==> config.mk <==
export PLATFORM = sky130hd
export DESIGN_NAME = decode_stage_flat
export DESIGN_NICKNAME = d
export VERILOG_FILES = /design/src/rtl/decode_stage_if.sv /design/src/rtl/decode_stage.sv /design/src/flat_wrapper.sv
export SDC_FILE = /design/constraint.sdc
export NUM_CORES = 1
export LEC_CHECK = 0
export ABC_AREA = 1
export CORE_AREA = 2 2 139 141
export DETAILED_ROUTE_END_ITERATION = 10
export DIE_AREA = 0 0 141 143
export GPL_TIMING_DRIVEN = 1
export HOLD_SLACK_MARGIN = 0.03
export PLACE_DENSITY = 0.82
export RECOVER_POWER = 100
export SLEW_MARGIN = 20
export SYNTH_ARGS = -nofsm -noshare
export SYNTH_HDL_FRONTEND = slang
export SYNTH_SLANG_ARGS = --single-unit
export TNS_END_PERCENT = 50
==> constraint.sdc <==
create_clock -name clk -period 8.3 [get_ports clk]
set_input_delay 0.83 -clock clk [delete_from_list [all_inputs] [get_ports clk]]
set_output_delay 0.83 -clock clk [all_outputs]
set_load 0.005 [all_outputs]
==> src/rtl/decode_stage_if.sv <==
// Handshake and data bundle between fetch, decode, the register file and execute.
// The slave modport is the decode stage's view; master is the surrounding pipeline.
interface decode_stage_if #(
  parameter int XLEN      = 32,
  parameter int ADDR_SIZE = 32,
  parameter int REG_IDX   = 5
);
  logic                 startSig;
  logic                 interrupt_start;
  logic [XLEN-1:0]      fetch_data;
  logic [ADDR_SIZE-1:0] fetch_cur_pc;
  logic [ADDR_SIZE-1:0] fetch_nxt_pc;
  logic                 beforePipReadyToSend;
  logic                 nextPipReadyToRcv;
  logic                 wb_en;
  logic [REG_IDX-1:0]   wb_idx;
  logic [XLEN-1:0]      rf_rs1_data;
  logic [XLEN-1:0]      rf_rs2_data;
  logic [REG_IDX-1:0]   rf_rs1_idx;
  logic [REG_IDX-1:0]   rf_rs2_idx;
  logic                 curPipReadyToRcv;
  logic                 curPipReadyToSend;
  logic [3:0]           dec_op;
  logic [2:0]           dec_funct3;
  logic                 dec_funct7b5;
  logic [REG_IDX-1:0]   dec_rd_idx;
  logic [XLEN-1:0]      dec_imm;
  logic [XLEN-1:0]      dec_rs1_val;
  logic [XLEN-1:0]      dec_rs2_val;
  logic [ADDR_SIZE-1:0] dec_cur_pc;
  logic [ADDR_SIZE-1:0] dec_nxt_pc;
  logic                 dec_illegal;

  modport slave (
    input  startSig, interrupt_start, fetch_data, fetch_cur_pc, fetch_nxt_pc,
           beforePipReadyToSend, nextPipReadyToRcv, wb_en, wb_idx,
           rf_rs1_data, rf_rs2_data,
    output rf_rs1_idx, rf_rs2_idx, curPipReadyToRcv, curPipReadyToSend,
           dec_op, dec_funct3, dec_funct7b5, dec_rd_idx, dec_imm,
           dec_rs1_val, dec_rs2_val, dec_cur_pc, dec_nxt_pc, dec_illegal
  );

  modport master (
    output startSig, interrupt_start, fetch_data, fetch_cur_pc, fetch_nxt_pc,
           beforePipReadyToSend, nextPipReadyToRcv, wb_en, wb_idx,
           rf_rs1_data, rf_rs2_data,
    input  rf_rs1_idx, rf_rs2_idx, curPipReadyToRcv, curPipReadyToSend,
           dec_op, dec_funct3, dec_funct7b5, dec_rd_idx, dec_imm,
           dec_rs1_val, dec_rs2_val, dec_cur_pc, dec_nxt_pc, dec_illegal
  );
endinterface

==> src/rtl/decode_stage.sv <==
// RV32I decode stage: registers one instruction from fetch, decodes it, and holds it
// until its source registers are clear of in-flight writes before handing it to execute.
//
// state       | meaning
// ST_IDLE     | after reset, waiting for startSig
// ST_WAIT_BEF | empty, ready to accept from fetch
// ST_HOLD     | instruction held, sent once sources are not busy
module decode_stage #(
  parameter int XLEN      = 32,
  parameter int ADDR_SIZE = 32,
  parameter int REG_IDX   = 5
) (
  input logic           clk,
  input logic           rst,
  decode_stage_if.slave bus
);

  localparam int NREG = 1 << REG_IDX;

  localparam logic [6:0] OPC_LUI    = 7'b0110111;
  localparam logic [6:0] OPC_AUIPC  = 7'b0010111;
  localparam logic [6:0] OPC_JAL    = 7'b1101111;
  localparam logic [6:0] OPC_JALR   = 7'b1100111;
  localparam logic [6:0] OPC_BRANCH = 7'b1100011;
  localparam logic [6:0] OPC_LOAD   = 7'b0000011;
  localparam logic [6:0] OPC_STORE  = 7'b0100011;
  localparam logic [6:0] OPC_OPIMM  = 7'b0010011;
  localparam logic [6:0] OPC_OP     = 7'b0110011;

  localparam logic [3:0] CLS_LUI     = 4'd0;
  localparam logic [3:0] CLS_AUIPC   = 4'd1;
  localparam logic [3:0] CLS_JAL     = 4'd2;
  localparam logic [3:0] CLS_JALR    = 4'd3;
  localparam logic [3:0] CLS_BRANCH  = 4'd4;
  localparam logic [3:0] CLS_LOAD    = 4'd5;
  localparam logic [3:0] CLS_STORE   = 4'd6;
  localparam logic [3:0] CLS_OPIMM   = 4'd7;
  localparam logic [3:0] CLS_OP      = 4'd8;
  localparam logic [3:0] CLS_ILLEGAL = 4'd15;

  typedef enum logic [1:0] {
    ST_IDLE     = 2'd0,
    ST_WAIT_BEF = 2'd1,
    ST_HOLD     = 2'd2
  } state_t;

  state_t r_state;
  state_t w_state_nxt;

  logic [XLEN-1:0]      r_instr;
  logic [ADDR_SIZE-1:0] r_cur_pc;
  logic [ADDR_SIZE-1:0] r_nxt_pc;
  logic [3:0]           r_op;
  logic [REG_IDX-1:0]   r_rd;
  logic [XLEN-1:0]      r_imm;
  logic                 r_illegal;
  logic                 r_uses_rs1;
  logic                 r_uses_rs2;
  logic [NREG-1:0]      r_busy;

  logic                 w_flush;
  logic                 w_stall;
  logic                 w_ready_send;
  logic                 w_ready_rcv;
  logic                 w_send;
  logic                 w_accept;
  logic [NREG-1:0]      w_busy_nxt;

  logic [6:0]           w_opc;
  logic [XLEN-1:0]      w_in;
  logic [3:0]           w_op;
  logic [REG_IDX-1:0]   w_rd;
  logic [XLEN-1:0]      w_imm;
  logic                 w_illegal;
  logic                 w_uses_rs1;
  logic                 w_uses_rs2;
  logic [REG_IDX-1:0]   w_rs1;
  logic [REG_IDX-1:0]   w_rs2;

  // Combinational decode of the word fetch is offering; captured only on accept.
  assign w_in  = bus.fetch_data;
  assign w_opc = w_in[6:0];

  always_comb begin
    w_op       = CLS_ILLEGAL;
    w_imm      = '0;
    w_rd       = w_in[11:7];
    w_illegal  = 1'b0;
    w_uses_rs1 = 1'b0;
    w_uses_rs2 = 1'b0;
    case (w_opc)
      OPC_LUI: begin
        w_op  = CLS_LUI;
        w_imm = {w_in[31:12], 12'b0};
      end
      OPC_AUIPC: begin
        w_op  = CLS_AUIPC;
        w_imm = {w_in[31:12], 12'b0};
      end
      OPC_JAL: begin
        w_op  = CLS_JAL;
        w_imm = {{12{w_in[31]}}, w_in[19:12], w_in[20], w_in[30:21], 1'b0};
      end
      OPC_JALR: begin
        w_op       = CLS_JALR;
        w_imm      = {{20{w_in[31]}}, w_in[31:20]};
        w_uses_rs1 = 1'b1;
      end
      OPC_BRANCH: begin
        w_op       = CLS_BRANCH;
        w_imm      = {{20{w_in[31]}}, w_in[7], w_in[30:25], w_in[11:8], 1'b0};
        w_rd       = '0;
        w_uses_rs1 = 1'b1;
        w_uses_rs2 = 1'b1;
      end
      OPC_LOAD: begin
        w_op       = CLS_LOAD;
        w_imm      = {{20{w_in[31]}}, w_in[31:20]};
        w_uses_rs1 = 1'b1;
      end
      OPC_STORE: begin
        w_op       = CLS_STORE;
        w_imm      = {{20{w_in[31]}}, w_in[31:25], w_in[11:7]};
        w_rd       = '0;
        w_uses_rs1 = 1'b1;
        w_uses_rs2 = 1'b1;
      end
      OPC_OPIMM: begin
        w_op       = CLS_OPIMM;
        w_imm      = {{20{w_in[31]}}, w_in[31:20]};
        w_uses_rs1 = 1'b1;
      end
      OPC_OP: begin
        w_op       = CLS_OP;
        w_uses_rs1 = 1'b1;
        w_uses_rs2 = 1'b1;
      end
      default: begin
        w_op      = CLS_ILLEGAL;
        w_rd      = '0;
        w_illegal = 1'b1;
      end
    endcase
  end

  assign w_rs1   = r_instr[19:15];
  assign w_rs2   = r_instr[24:20];
  assign w_flush = bus.startSig | bus.interrupt_start;
  assign w_stall = (r_uses_rs1 & r_busy[w_rs1]) | (r_uses_rs2 & r_busy[w_rs2]);

  always_ff @(posedge clk or posedge rst) begin
    if (rst) begin
      r_state <= ST_IDLE;
    end else begin
      r_state <= w_state_nxt;
    end
  end

  // Flush blocks both transfers in its cycle so nothing escapes into execute.
  always_comb begin
    w_state_nxt  = r_state;
    w_ready_send = (r_state == ST_HOLD) & ~w_stall;
    w_ready_rcv  = (r_state == ST_WAIT_BEF) | (w_ready_send & bus.nextPipReadyToRcv);
    w_send       = w_ready_send & bus.nextPipReadyToRcv & ~w_flush;
    w_accept     = bus.beforePipReadyToSend & w_ready_rcv & ~w_flush;
    if (w_flush) begin
      w_state_nxt = ST_WAIT_BEF;
    end else begin
      case (r_state)
        ST_IDLE:     w_state_nxt = ST_IDLE;
        ST_WAIT_BEF: if (w_accept) w_state_nxt = ST_HOLD;
        ST_HOLD: begin
          if (w_accept)    w_state_nxt = ST_HOLD;
          else if (w_send) w_state_nxt = ST_WAIT_BEF;
        end
        default:     w_state_nxt = ST_IDLE;
      endcase
    end
  end

  // Set after clear so a same-cycle send to a register being written back wins.
  always_comb begin
    w_busy_nxt = r_busy;
    if (w_flush) begin
      w_busy_nxt = '0;
    end else begin
      if (bus.wb_en) w_busy_nxt[bus.wb_idx] = 1'b0;
      if (w_send && (r_rd != '0)) w_busy_nxt[r_rd] = 1'b1;
    end
    w_busy_nxt[0] = 1'b0;
  end

  always_ff @(posedge clk or posedge rst) begin
    if (rst) begin
      r_busy <= '0;
    end else begin
      r_busy <= w_busy_nxt;
    end
  end

  always_ff @(posedge clk or posedge rst) begin
    if (rst) begin
      r_instr    <= '0;
      r_cur_pc   <= '0;
      r_nxt_pc   <= '0;
      r_op       <= '0;
      r_rd       <= '0;
      r_imm      <= '0;
      r_illegal  <= 1'b0;
      r_uses_rs1 <= 1'b0;
      r_uses_rs2 <= 1'b0;
    end else if (w_accept) begin
      r_instr    <= w_in;
      r_cur_pc   <= bus.fetch_cur_pc;
      r_nxt_pc   <= bus.fetch_nxt_pc;
      r_op       <= w_op;
      r_rd       <= w_rd;
      r_imm      <= w_imm;
      r_illegal  <= w_illegal;
      r_uses_rs1 <= w_uses_rs1;
      r_uses_rs2 <= w_uses_rs2;
    end
  end

  assign bus.curPipReadyToSend = w_ready_send;
  assign bus.curPipReadyToRcv  = w_ready_rcv;
  assign bus.rf_rs1_idx        = w_rs1;
  assign bus.rf_rs2_idx        = w_rs2;
  assign bus.dec_op            = r_op;
  assign bus.dec_funct3        = r_instr[14:12];
  assign bus.dec_funct7b5      = r_instr[30];
  assign bus.dec_rd_idx        = r_rd;
  assign bus.dec_imm           = r_imm;
  assign bus.dec_rs1_val       = bus.rf_rs1_data;
  assign bus.dec_rs2_val       = bus.rf_rs2_data;
  assign bus.dec_cur_pc        = r_cur_pc;
  assign bus.dec_nxt_pc        = r_nxt_pc;
  assign bus.dec_illegal       = r_illegal;

endmodule

==> src/flat_wrapper.sv <==
// flat-port wrapper written by rule: the top's interface ports become plain ports
module decode_stage_flat 
#(
  parameter int XLEN      = 32,
  parameter int ADDR_SIZE = 32,
  parameter int REG_IDX   = 5
)
  (clk, rst, bus_startSig, bus_interrupt_start, bus_fetch_data, bus_fetch_cur_pc, bus_fetch_nxt_pc, bus_beforePipReadyToSend, bus_nextPipReadyToRcv, bus_wb_en, bus_wb_idx, bus_rf_rs1_data, bus_rf_rs2_data, bus_rf_rs1_idx, bus_rf_rs2_idx, bus_curPipReadyToRcv, bus_curPipReadyToSend, bus_dec_op, bus_dec_funct3, bus_dec_funct7b5, bus_dec_rd_idx, bus_dec_imm, bus_dec_rs1_val, bus_dec_rs2_val, bus_dec_cur_pc, bus_dec_nxt_pc, bus_dec_illegal);
  decode_stage_if #(.XLEN(XLEN), .ADDR_SIZE(ADDR_SIZE), .REG_IDX(REG_IDX)) bus_i ();
  input logic clk;
  input logic rst;
  input wire logic [$bits(bus_i.startSig)-1:0] bus_startSig;
  input wire logic [$bits(bus_i.interrupt_start)-1:0] bus_interrupt_start;
  input wire logic [$bits(bus_i.fetch_data)-1:0] bus_fetch_data;
  input wire logic [$bits(bus_i.fetch_cur_pc)-1:0] bus_fetch_cur_pc;
  input wire logic [$bits(bus_i.fetch_nxt_pc)-1:0] bus_fetch_nxt_pc;
  input wire logic [$bits(bus_i.beforePipReadyToSend)-1:0] bus_beforePipReadyToSend;
  input wire logic [$bits(bus_i.nextPipReadyToRcv)-1:0] bus_nextPipReadyToRcv;
  input wire logic [$bits(bus_i.wb_en)-1:0] bus_wb_en;
  input wire logic [$bits(bus_i.wb_idx)-1:0] bus_wb_idx;
  input wire logic [$bits(bus_i.rf_rs1_data)-1:0] bus_rf_rs1_data;
  input wire logic [$bits(bus_i.rf_rs2_data)-1:0] bus_rf_rs2_data;
  output wire logic [$bits(bus_i.rf_rs1_idx)-1:0] bus_rf_rs1_idx;
  output wire logic [$bits(bus_i.rf_rs2_idx)-1:0] bus_rf_rs2_idx;
  output wire logic [$bits(bus_i.curPipReadyToRcv)-1:0] bus_curPipReadyToRcv;
  output wire logic [$bits(bus_i.curPipReadyToSend)-1:0] bus_curPipReadyToSend;
  output wire logic [$bits(bus_i.dec_op)-1:0] bus_dec_op;
  output wire logic [$bits(bus_i.dec_funct3)-1:0] bus_dec_funct3;
  output wire logic [$bits(bus_i.dec_funct7b5)-1:0] bus_dec_funct7b5;
  output wire logic [$bits(bus_i.dec_rd_idx)-1:0] bus_dec_rd_idx;
  output wire logic [$bits(bus_i.dec_imm)-1:0] bus_dec_imm;
  output wire logic [$bits(bus_i.dec_rs1_val)-1:0] bus_dec_rs1_val;
  output wire logic [$bits(bus_i.dec_rs2_val)-1:0] bus_dec_rs2_val;
  output wire logic [$bits(bus_i.dec_cur_pc)-1:0] bus_dec_cur_pc;
  output wire logic [$bits(bus_i.dec_nxt_pc)-1:0] bus_dec_nxt_pc;
  output wire logic [$bits(bus_i.dec_illegal)-1:0] bus_dec_illegal;
  assign bus_i.startSig = bus_startSig;
  assign bus_i.interrupt_start = bus_interrupt_start;
  assign bus_i.fetch_data = bus_fetch_data;
  assign bus_i.fetch_cur_pc = bus_fetch_cur_pc;
  assign bus_i.fetch_nxt_pc = bus_fetch_nxt_pc;
  assign bus_i.beforePipReadyToSend = bus_beforePipReadyToSend;
  assign bus_i.nextPipReadyToRcv = bus_nextPipReadyToRcv;
  assign bus_i.wb_en = bus_wb_en;
  assign bus_i.wb_idx = bus_wb_idx;
  assign bus_i.rf_rs1_data = bus_rf_rs1_data;
  assign bus_i.rf_rs2_data = bus_rf_rs2_data;
  assign bus_rf_rs1_idx = bus_i.rf_rs1_idx;
  assign bus_rf_rs2_idx = bus_i.rf_rs2_idx;
  assign bus_curPipReadyToRcv = bus_i.curPipReadyToRcv;
  assign bus_curPipReadyToSend = bus_i.curPipReadyToSend;
  assign bus_dec_op = bus_i.dec_op;
  assign bus_dec_funct3 = bus_i.dec_funct3;
  assign bus_dec_funct7b5 = bus_i.dec_funct7b5;
  assign bus_dec_rd_idx = bus_i.dec_rd_idx;
  assign bus_dec_imm = bus_i.dec_imm;
  assign bus_dec_rs1_val = bus_i.dec_rs1_val;
  assign bus_dec_rs2_val = bus_i.dec_rs2_val;
  assign bus_dec_cur_pc = bus_i.dec_cur_pc;
  assign bus_dec_nxt_pc = bus_i.dec_nxt_pc;
  assign bus_dec_illegal = bus_i.dec_illegal;
  decode_stage #(.XLEN(XLEN), .ADDR_SIZE(ADDR_SIZE), .REG_IDX(REG_IDX)) u_core (.clk(clk), .rst(rst), .bus(bus_i));
endmodule
==> out/metrics.yaml <==
outcome: "finished with violations"
failed_checks: "capacitance limit, slew limit"
p_leak_nw: 5.03
synth_nets: 1210
path_max_fanout: 103
synthMuxAreaShare_pct: 0
clockBufferDepth: 2
synth_fa_ha_area_share_pct: 0.313
cts.sink_count: 155
nets: 1350
syn2layout_area_growth_pct: 30.9
layout-drive-gt1-share_pct: 3.62
dieArea_um2: 20200
multi_input_area_um2: 3010
rsz0062_at_grt: "false"
ys_ff_latch: 155
fp-row-count: 50
utilization_pct: 56.3
drtAntennaViolNets: 0
synth_compound_area_share_pct: 9.20
cts-resized-gates: 0
overflow: 0
cp.arrival_ps: 5820
tritoncts.num_buffers: 17
cp-start-kind: "register"
dp.final_hpwl_um: 16500
max_freq_mhz: 180
hold_path.class: "register to register"
die_h_um: 143
fin_worst_skew_ps: 14.2
critPathRequiredTime_ps: 8560
slowest_delay_ps: 1430
port_buffers: 229
ir_drop_v: 0.000152
place_congestion: 0.997
insertion_delay_ps: 430
post-route-cell-area_um2: 10500
crit_path_top_delay_cell: "nand2_1"
fillerInstances: 1683
grt_pass1_vias: 7032
syn_inst: 1036
ioPinCount: 358
placed_area_um2: 9890
synthSimpleGateAreaFrac_pct: 28.3
synth.distinct_cells: 31
path_delay_family: "simple AND/OR/NAND/NOR gates"
slew_viol_final: 145
wl_per_cell_um: 16.5
drt_pre_antenna_iters: 5
finalCritPeriodShare_pct: 66.9
crit_chain: "inv_1, nand2_1, nand3_1, nand3_1, nand2_1, nand2_1, nand3_1, nand3_1, nand4_1, nand2_4, nand2_1, buf_4, nor2_1, a21oi_1"
vias_per_cell: 5.25
synth_warnings: 0
critPathBufInv: 2
antenna_found_initial: 0
initial_core_util_pct: 43.0
n_antenna_cell: 0
layout.cells.non_filler: 1423
netlist_area_um2: 8000
root_buffer: "clkbuf_16"
setup_viol: 0
endpoint_kind: "register"
drt_iter0_markers: 647
synth-xor-area-share_pct: 0
p_per_area_nw_per_um2: 219
wirelength_um: 23500
cts_tree: "built"
coreArea_um2: 18600
max-cap-violations: 2
ff_latch_area_um2: 3880
period_needed_ps: 5550
hold_viol: 0
critPathKind: "register to register"
placed_cells: 1391
clkTransAtPathRegs_ps: 70
syn_avg_cell_area_um2: 7.72
synth_top_family_by_area: "simple AND/OR/NAND/NOR gates"
die_x_um: 141
tightest_slew_ps: 3380
num_vias: 7471
post_cts_buffers: 0
grt_pass1_wl_um: 37100
cts_hold_buf: 0
h-tree-depth: 4
fin_setup_tns_ps: 0
slew_headroom_pct: -126
yosysSeqAreaShare_pct: 48.5
grtUsageTotal_pct: 23.3
drc: 0
grt_max_degree: 104
==> path summary, 6_finish.rpt <==
kind | to | slack [ps] | from | depth (start not counted)
max | u_core.r_instr[20] | 2750 | u_core.r_instr[15] | 14
min | u_core.bus.dec_nxt_pc[31] | 470 | u_core.bus.dec_nxt_pc[31] | 2
max reg2reg | u_core.r_instr[20] | 2750 | u_core.r_instr[15] | 14
min reg2reg | u_core.bus.dec_nxt_pc[31] | 470 | u_core.bus.dec_nxt_pc[31] | 2
max in group asynchronous | u_core.bus.dec_imm[22] | 4670 | rst | 3
min in group asynchronous | u_core.bus.dec_cur_pc[19] | 1830 | rst | 2
==> worst min-delay path, delay by kind of cell (launching register included) <==
kind	cells	cell delay, ps
flip-flops	1	340
AND/OR/NAND/NOR	2	100
==> cell usage in the layout, fill, tap and decap left out <==
cell and instances:
clkdlybuf4s50_1 106, nand2_4 1, nor4_1 1, and3_1 1, a221oi_1 1, a21oi_1 66
a31oi_1 1, buf_4 3, clkinvlp_2 1, inv_8 3, ha_1 2, nand4_1 2
nand3b_1 3, a211oi_1 1, o21ai_0 68, inv_4 1, nor2_1 34, clkbuf_16 17
nor3_1 20, clkinvlp_4 2, inv_2 2, clkbuf_1 1, a22oi_1 5, o21ai_1 1
nor2_4 1, clkinv_4 1, buf_6 1, dfrtp_1 155, bufinv_16 2, dlygate4sd3_1 123
nand2_1 316, inv_6 6, nor3b_1 1, or2_0 1, nand3_1 146, inv_1 90
nor3_2 2, clkinv_1 1
==> sequential cells by signal, summed over array words and instances, names as in the netlist <==
name	cells
u_core.bus.dec_nxt_pc	32
u_core.r_uses_rs1	1
u_core.bus.dec_illegal	1
u_core.r_instr	14
u_core.r_state	2
u_core.bus.dec_cur_pc	32
u_core.r_uses_rs2	1
u_core.bus.dec_rd_idx	5
u_core.r_busy	31
u_core.bus.dec_op	4
u_core.bus.dec_imm	32
==> synth_stat cells (all sizes together) <==
| cell type | number | area (um^2) |
|---|---|---|
| a211oi | 1 | 7.51 |
| a21oi | 66 | 330 |
| a221oi | 1 | 8.76 |
| a22oi | 5 | 37.5 |
| a31oi | 1 | 6.26 |
| and3 | 1 | 6.26 |
| buf | 93 | 667 |
| clkbuf | 19 | 71.3 |
| clkinv | 1 | 3.75 |
| dfrtp | 155 | 3880 |
| ha | 2 | 25.0 |
| inv | 94 | 355 |
| nand2 | 317 | 1200 |
| nand3 | 146 | 731 |
| nand3b | 3 | 22.5 |
| nand4 | 2 | 27.5 |
| nor2 | 35 | 134 |
| nor3 | 22 | 115 |
| nor3b | 1 | 7.51 |
| nor4 | 1 | 6.26 |
| o21ai | 69 | 345 |
| or2 | 1 | 6.26 |
==> power by group <==
part / internal, mW / switching [mW]
Clock: 0.456 / 0.343
Combinational: 0.273 / 0.258
Sequential: 0.868 / 0.0980
==> kinds of logic after synthesis <==
| family | after synthesis |
|---|---|
| AOI/OAI and AO/OA | 143 |
| buffers and inverters | 207 |
| adders and majority gates | 2 |
| DFF | 155 |
| and+or+nand+nor | 529 |
==> area by class of cell <==
| type | count | share of cell area, % |
|---|---|---|
| Inverter | 95 | 3.44 |
| Multi-Input combinational cell | 674 | 28.8 |
| Clock buffer | 18 | 4.10 |
| Tap cell | 234 | 2.80 |
| Clock inverter | 14 | 1.63 |
| Timing Repair Buffer | 233 | 22.2 |
| Sequential cell | 155 | 37.1 |
==> per-stage QoR <==
step	power, mW	hold slack (ps)	setup slack [ps]
after CTS	2.36	475	3880
final	2.30	466	2750
after detailed placement	1.56	458	3970
after floorplan	1.23	454	3290
after global routing	2.42	488	2080
after global placement	1.55	453	4010
==> per-layer routing <==
layer	global-route usage (%)	part of all wire, %	up-vias
met4	6.32	1.7	0
met1	29.3	40	3524
li1	-	-	3555
met2	38.3	48	350
met3	8.32	10	42
met5	0	0	-
Power figures use the tool's default switching activity.
